[config.mk]
export PLATFORM = sky130hd
export DESIGN_NAME = restador_bcd_serial
export DESIGN_NICKNAME = d
export VERILOG_FILES = /design/src/rtl/restador_bcd_pkg.sv /design/src/rtl/sumador_bcd_digito.sv /design/src/rtl/restador_bcd_serial.sv
export SDC_FILE = /design/constraint.sdc
export NUM_CORES = 1
export LEC_CHECK = 0
export ABC_AREA = 0
export ABC_CLOCK_PERIOD_IN_PS = 5000
export CORE_MARGIN = 3
export CORE_UTILIZATION = 54
export CTS_BUF_LIST = sky130_fd_sc_hd__clkbuf_8
export CTS_CLUSTER_SIZE = 12
export DETAILED_ROUTE_END_ITERATION = 12
export HOLD_SLACK_MARGIN = 0.02
export PLACE_DENSITY = 0.82
export SYNTH_ARGS = -nofsm -noshare
export SYNTH_HDL_FRONTEND = slang
export SYNTH_HIERARCHICAL = 1
export SYNTH_SLANG_ARGS = --single-unit
[constraint.sdc]
create_clock -name clk -period 5 [get_ports clk]
set_input_delay 0.5 -clock clk [delete_from_list [all_inputs] [get_ports clk]]
set_output_delay 0.5 -clock clk [all_outputs]
set_load 0.01 [all_outputs]
[src/rtl/restador_bcd_pkg.sv]
// restador_bcd_pkg: shared states, BCD constants and digit helpers for restador_bcd_serial
package restador_bcd_pkg;

   typedef enum logic [1:0] {REPOSO, SUMA, CORRECCION, FIN} estado_t;

   localparam logic [3:0] NUEVE = 4'd9;
   localparam logic [3:0] SEIS  = 4'd6;

   function automatic logic [3:0] comp9(input logic [3:0] d);
      return NUEVE - d;
   endfunction

   function automatic logic bcd_valido(input logic [3:0] d);
      return d <= NUEVE;
   endfunction

endpackage

[src/rtl/sumador_bcd_digito.sv]
// sumador_bcd_digito: combinational single-digit BCD adder with carry in/out
module sumador_bcd_digito
   import restador_bcd_pkg::*;
(
   input  logic [3:0] a,
   input  logic [3:0] b,
   input  logic       cin,
   output logic [3:0] s,
   output logic       cout
);
   logic [4:0] t;
   // binary sum, then +6 correction whenever the result leaves the decimal range
   always_comb begin
      t = {1'b0, a} + {1'b0, b} + {4'd0, cin};
      cout = t > {1'b0, NUEVE};
      s = cout ? t[3:0] + SEIS : t[3:0];
   end
endmodule

[src/rtl/restador_bcd_serial.sv]
// restador_bcd_serial: digit-serial |A-B| BCD subtractor; macro RESTADOR_MODO_SUMA_EN adds port modo for A+B
module restador_bcd_serial
   import restador_bcd_pkg::*;
#(
   parameter int DIGITOS = 4
) (
   input  logic                   clk,
   input  logic                   reset,
   input  logic                   inicio,
`ifdef RESTADOR_MODO_SUMA_EN
   input  logic                   modo,
`endif
   output logic                   listo,
   input  logic [4*DIGITOS-1:0]   A,
   input  logic [4*DIGITOS-1:0]   B,
   output logic [4*DIGITOS-1:0]   resultado,
   output logic                   negativo,
   output logic                   error,
   output logic                   valido
);
   localparam int W  = 4 * DIGITOS;
   localparam int IW = DIGITOS > 1 ? $clog2(DIGITOS) : 1;

   estado_t       estado;
   logic [IW-1:0] idx;
   logic          c, cf, md, ok, si, so, ultimo;
   logic [W-1:0]  w, rb;
   logic [3:0]    sb, ss, d;

`ifdef RESTADOR_MODO_SUMA_EN
   // operation mode is captured with the operands so it stays stable for the whole run
   always_ff @(posedge clk) begin
      if (reset) md <= 1'b0;
      else if (estado == REPOSO && inicio) md <= modo;
   end
`else
   assign md = 1'b0;
`endif

   // every digit of both operands must be decimal for the run to proceed
   always_comb begin
      ok = 1'b1;
      for (int i = 0; i < DIGITOS; i++) ok &= bcd_valido(A[4*i +: 4]) & bcd_valido(B[4*i +: 4]);
   end

   // digit path: SUMA adds the (complemented) B digit, CORRECCION ripples the end-around
   // carry or re-complements; the working register rotates so the active digit is always [3:0]
   always_comb begin
      sb = (estado == SUMA) ? (md ? rb[3:0] : comp9(rb[3:0])) : 4'd0;
      si = c;
      d = (estado == CORRECCION && !cf && !md) ? comp9(w[3:0]) : ss;
      ultimo = idx == IW'(DIGITOS - 1);
   end

   sumador_bcd_digito u_dig (
      .a    (w[3:0]),
      .b    (sb),
      .cin  (si),
      .s    (ss),
      .cout (so)
   );

   // control FSM with registered handshake and result outputs
   always_ff @(posedge clk) begin
      if (reset) begin
         estado    <= REPOSO;
         listo     <= 1'b1;
         resultado <= '0;
         negativo  <= 1'b0;
         error     <= 1'b0;
         valido    <= 1'b0;
         idx       <= '0;
         c         <= 1'b0;
         cf        <= 1'b0;
         w         <= '0;
         rb        <= '0;
      end else begin
         valido <= 1'b0;
         case (estado)
            REPOSO: if (inicio) begin
               w      <= A;
               rb     <= B;
               idx    <= '0;
               c      <= 1'b0;
               listo  <= 1'b0;
               error  <= ~ok;
               estado <= ok ? SUMA : FIN;
               if (!ok) begin
                  resultado <= '0;
                  negativo  <= 1'b0;
               end
            end
            SUMA: begin
               w   <= (w >> 4) | (W'(d) << (W - 4));
               rb  <= rb >> 4;
               c   <= so;
               idx <= idx + 1'b1;
               if (ultimo) begin
                  idx    <= '0;
                  cf     <= so;
                  c      <= so & ~md;
                  estado <= CORRECCION;
               end
            end
            CORRECCION: begin
               w   <= (w >> 4) | (W'(d) << (W - 4));
               c   <= so;
               idx <= idx + 1'b1;
               if (ultimo) begin
                  idx    <= '0;
                  estado <= FIN;
               end
            end
            FIN: begin
               valido <= 1'b1;
               listo  <= 1'b1;
               estado <= REPOSO;
               if (!error) begin
                  resultado <= w;
                  negativo  <= ~cf & ~md & (|w);
                  error     <= cf & md;
               end
            end
         endcase
      end
   end
endmodule

==> results.md <==
* proportion of layout cells with a drive suffix above 1: 0.07143
* top-level I/O count: 55
* number of global-route vias before repair: 2473
* floorplan die area: 6496 µm²
* TritonCTS clock tree: built
* Area contributors post-synth: sky130_fd_sc_hd__dfxtp_1 39%, sky130_fd_sc_hd__mux2i_1 14%, sky130_fd_sc_hd__a211oi_1 6.5%, sky130_fd_sc_hd__nor2_1 6.5%, sky130_fd_sc_hd__ha_1 5.0%
* warnings from Yosys: 6
* slowest cell on the critical path: sky130_fd_sc_hd__fa_1
* post-synth top area share: 0.3863
* final setup violation count: 0
* Detail Route Antenna Nets: 0
* CP arrival: 4.10 ns
* global-route wire length before repair: 11390 µm
* run status: finished, final reports clean
* Synth Register Bits: 58
* Max rail drop VDD: 333.4 µV
* Synth Area in Compound Gates: 0.1757
* number of distinct library cells after synthesis: 47
* sum of negative setup slack: 0 ns
* highest attainable clock frequency: 0.2607 GHz
* highest cell delay on the worst timing path: 0.43 ns
* Core Box Area: 5238 µm²
* via count: 2514
* leading post-synthesis cells by instance count: 58 x sky130_fd_sc_hd__dfxtp_1, 52 x sky130_fd_sc_hd__nor2_1, 41 x sky130_fd_sc_hd__mux2i_1, 26 x sky130_fd_sc_hd__a211oi_1, 17 x sky130_fd_sc_hd__and2_1
* final cycle utilization of the critical path: 0.7673
* Seq/Total Area, Yosys: 0.3863
* total design power: 2.206 mW
* data required time of the worst path: 5.27 ns
* cell type with the highest aggregate area in the netlist: sky130_fd_sc_hd__dfxtp_1
* multiplexer fraction of the synthesized cell area: 0.1440
* shortest period the worst path allows: 3.837 ns
* Critical Path End Type: flip-flop
* number of pins exceeding their max-slew limit in the final report: 0
* worst slew margin relative to its limit: 0.2560
* Die Wd: 80.60 µm
* worst-skew pair later-pin latency: 0.34 ns
* post-CTS setup buffers: 0
* HP Class: flip-flop to flip-flop
* clk root buf: sky130_fd_sc_hd__clkbuf_8
* dominant combinational cell family by area after synthesis: compound AO/OA/AOI/OAI gates
* largest net degree at the start of global routing: 59
* starting utilization of the core area: 0.5738
* top_reg_cell synth: sky130_fd_sc_hd__dfxtp_1
* max-cap check violation count: 0
* clock transition at the register clock pins on the worst setup and hold paths after CTS: 0.07 ns
* adder-cell area share of the yosys netlist: 0.06328
* number of hold violations in the final report: 0
* combined area of all synthesized cells: 3005 µm²
* largest fanout of any net on the critical path: 22
* worst setup path class: flip-flop to flip-flop
* half-perimeter wire length after detailed placement: 4961 µm
* synth-to-layout area growth: 25.15%
* area fraction in and, or, nand and nor cells after synthesis: 0.1644
* Max Clock Skew: 0.005096 ns
* All-Layer GR Usage: 0.2263
* routed len/inst: 15.56 µm
* number of DRC markers after the initial detailed-route iteration: 115
* clock buffers created by TritonCTS: 9
* Cell Area, Placed: 3523 µm²
* First-pass DRT Iterations: 4
* CTS H-Tree Depth: 3
* CTS Hold Bufs: 0
* leading cell type by number of instances after synthesis: sky130_fd_sc_hd__dfxtp_1
* Nets: 422
* area of all placed cells without fillers: 3761 µm²
* height of the die: 80.60 µm
* post-DR vias/cell: 5.612
* post-synthesis net count: 378
* weighted congestion reported at the end of routability-driven placement: 0.8399
* post-synthesis xor/xnor area fraction: 0.01166
* drt drc: 0
* worst hold slack: 0.4665 ns
* Post-Syn Instances: 329
* P_leak: 1.487 nW
* RSZ-0062 raised after global routing: no
* type of element launching the critical path: flip-flop
* cells traversed along the worst timing path: inv_1, ha_1, buf_4, nor2b_1, fa_1, fa_1, xnor2_1, ha_1, nor2b_1, a31o_1, o31ai_4, mux2i_1, mux2i_1, a211oi_1, a21oi_1, nor2_1
* diode insertion count for antenna repair: 0
* post-CTS sizing: 0
* Async SR Flop Fraction: 0
* worst-margin pin slew: 1.113 ns
* P per Cell Area: 586.6 nW/µm²
* GRT Residual Overflow: 0
* CTS Buffer Depth: 2
* Clock Sinks: 58
* site row count: 26
* average instance area after synthesis: 9.135 µm²
* number of enable-type register cells in the synthesized netlist: 0
* sum of routed wire length over all layers: 6973 µm
* initial antenna violation count: 0
* Port Buffers: 54
==> registers in the layout, indices dropped and copies added (netlist names) <==
name       cells
error          1
listo          1
idx            2
resultado     16
negativo       1
cf             1
valido         1
rb            16
estado         2
c              1
w             16
==> metal layers <==
metal  share of wire  global-route usage
met1            0.43              0.2685
met2            0.50              0.3949
met3           0.058             0.04933
met4           0.019             0.08784
met5               0                   0
==> logic make-up (layout without fill, tap and decap cells) <==
kind of cell               Yosys count  after routing
and+or+nand+nor                    105            105
xor gates and xnor gates             4              4
adders and majority gates           14             14
AOI/OAI and AO/OA                   74             74
DFF                                 58             58
buffers and inverters               32             81
muxes                               42             42
==> per-stage QoR <==
stage / setup slack, ns / std cells / utilization
floorplan: 1.448 / 329 / -
global placement: 1.353 / 432 / 0.6727
detailed placement: 1.209 / 432 / 0.6727
CTS: 1.179 / 448 / 0.7181
global route: 0.9413 / 448 / 0.7181
finish: 1.163 / 448 / 0.7181
==> placed cells by master, fill, tap and decap left out, types with 4 or more instances in the layout <==
master                            netlist  final
sky130_fd_sc_hd__nand2_1               15     15
sky130_fd_sc_hd__clkdlybuf4s50_1        0     53
sky130_fd_sc_hd__dfxtp_1               58     58
sky130_fd_sc_hd__mux2i_1               41     41
sky130_fd_sc_hd__a21oi_1               13     13
sky130_fd_sc_hd__inv_1                  8      8
sky130_fd_sc_hd__o21ai_1                4      4
sky130_fd_sc_hd__and2_1                17     17
sky130_fd_sc_hd__o21ai_0                7      7
sky130_fd_sc_hd__clkbuf_8               0     12
sky130_fd_sc_hd__nor2_1                52     52
sky130_fd_sc_hd__a22oi_1                4      4
sky130_fd_sc_hd__nor4_1                 4      4
sky130_fd_sc_hd__o211ai_1               4      4
sky130_fd_sc_hd__a211oi_1              26     26
sky130_fd_sc_hd__ha_1                  12     12
sky130_fd_sc_hd__nor2b_1                4      4
==> critical path: cells and delay by family, from the launching register on <==
family	cells	cell delay, ns
xor gates and xnor gates	1	0.18
and+or+nand+nor	3	0.42
adders and majority gates	4	1.27
buffers and inverters	2	0.32
DFF	1	0.38
AOI/OAI and AO/OA	4	0.88
muxes	2	0.31
==> path summary, 6_finish.rpt <==
path / start / to / slack (ns) / cells past startpoint
setup reg to reg: estado[1]$_SDFFE_PP0P_ / w[14]$_SDFFE_PP0P_ / 1.16 / 16
hold reg to reg: resultado[2]$_SDFFE_PP0P_ / resultado[2]$_SDFFE_PP0P_ / 0.47 / 2
hold / removal: resultado[2]$_SDFFE_PP0P_ / resultado[2]$_SDFFE_PP0P_ / 0.47 / 2
setup / recovery: estado[1]$_SDFFE_PP0P_ / w[14]$_SDFFE_PP0P_ / 1.16 / 16
==> power breakdown <==
group | leakage (nW) | switching, mW | internal, mW
logic | 0.893 | 0.568 | 0.440
clock network | 0.119 | 0.184 | 0.320
registers | 0.476 | 0.110 | 0.584
==> area by class of cell <==
cell class	instances	area [µm²]
Multi-Input combinational cell	239	1690
Sequential cell	58	1161
Tap cell	70	87.58
Inverter	9	33.78
Clock buffer	12	165.2
Fill cell	393	1476
Timing Repair Buffer	56	550.5
Clock inverter	4	72.57
No activity file was read; power rests on OpenSTA's default activity.
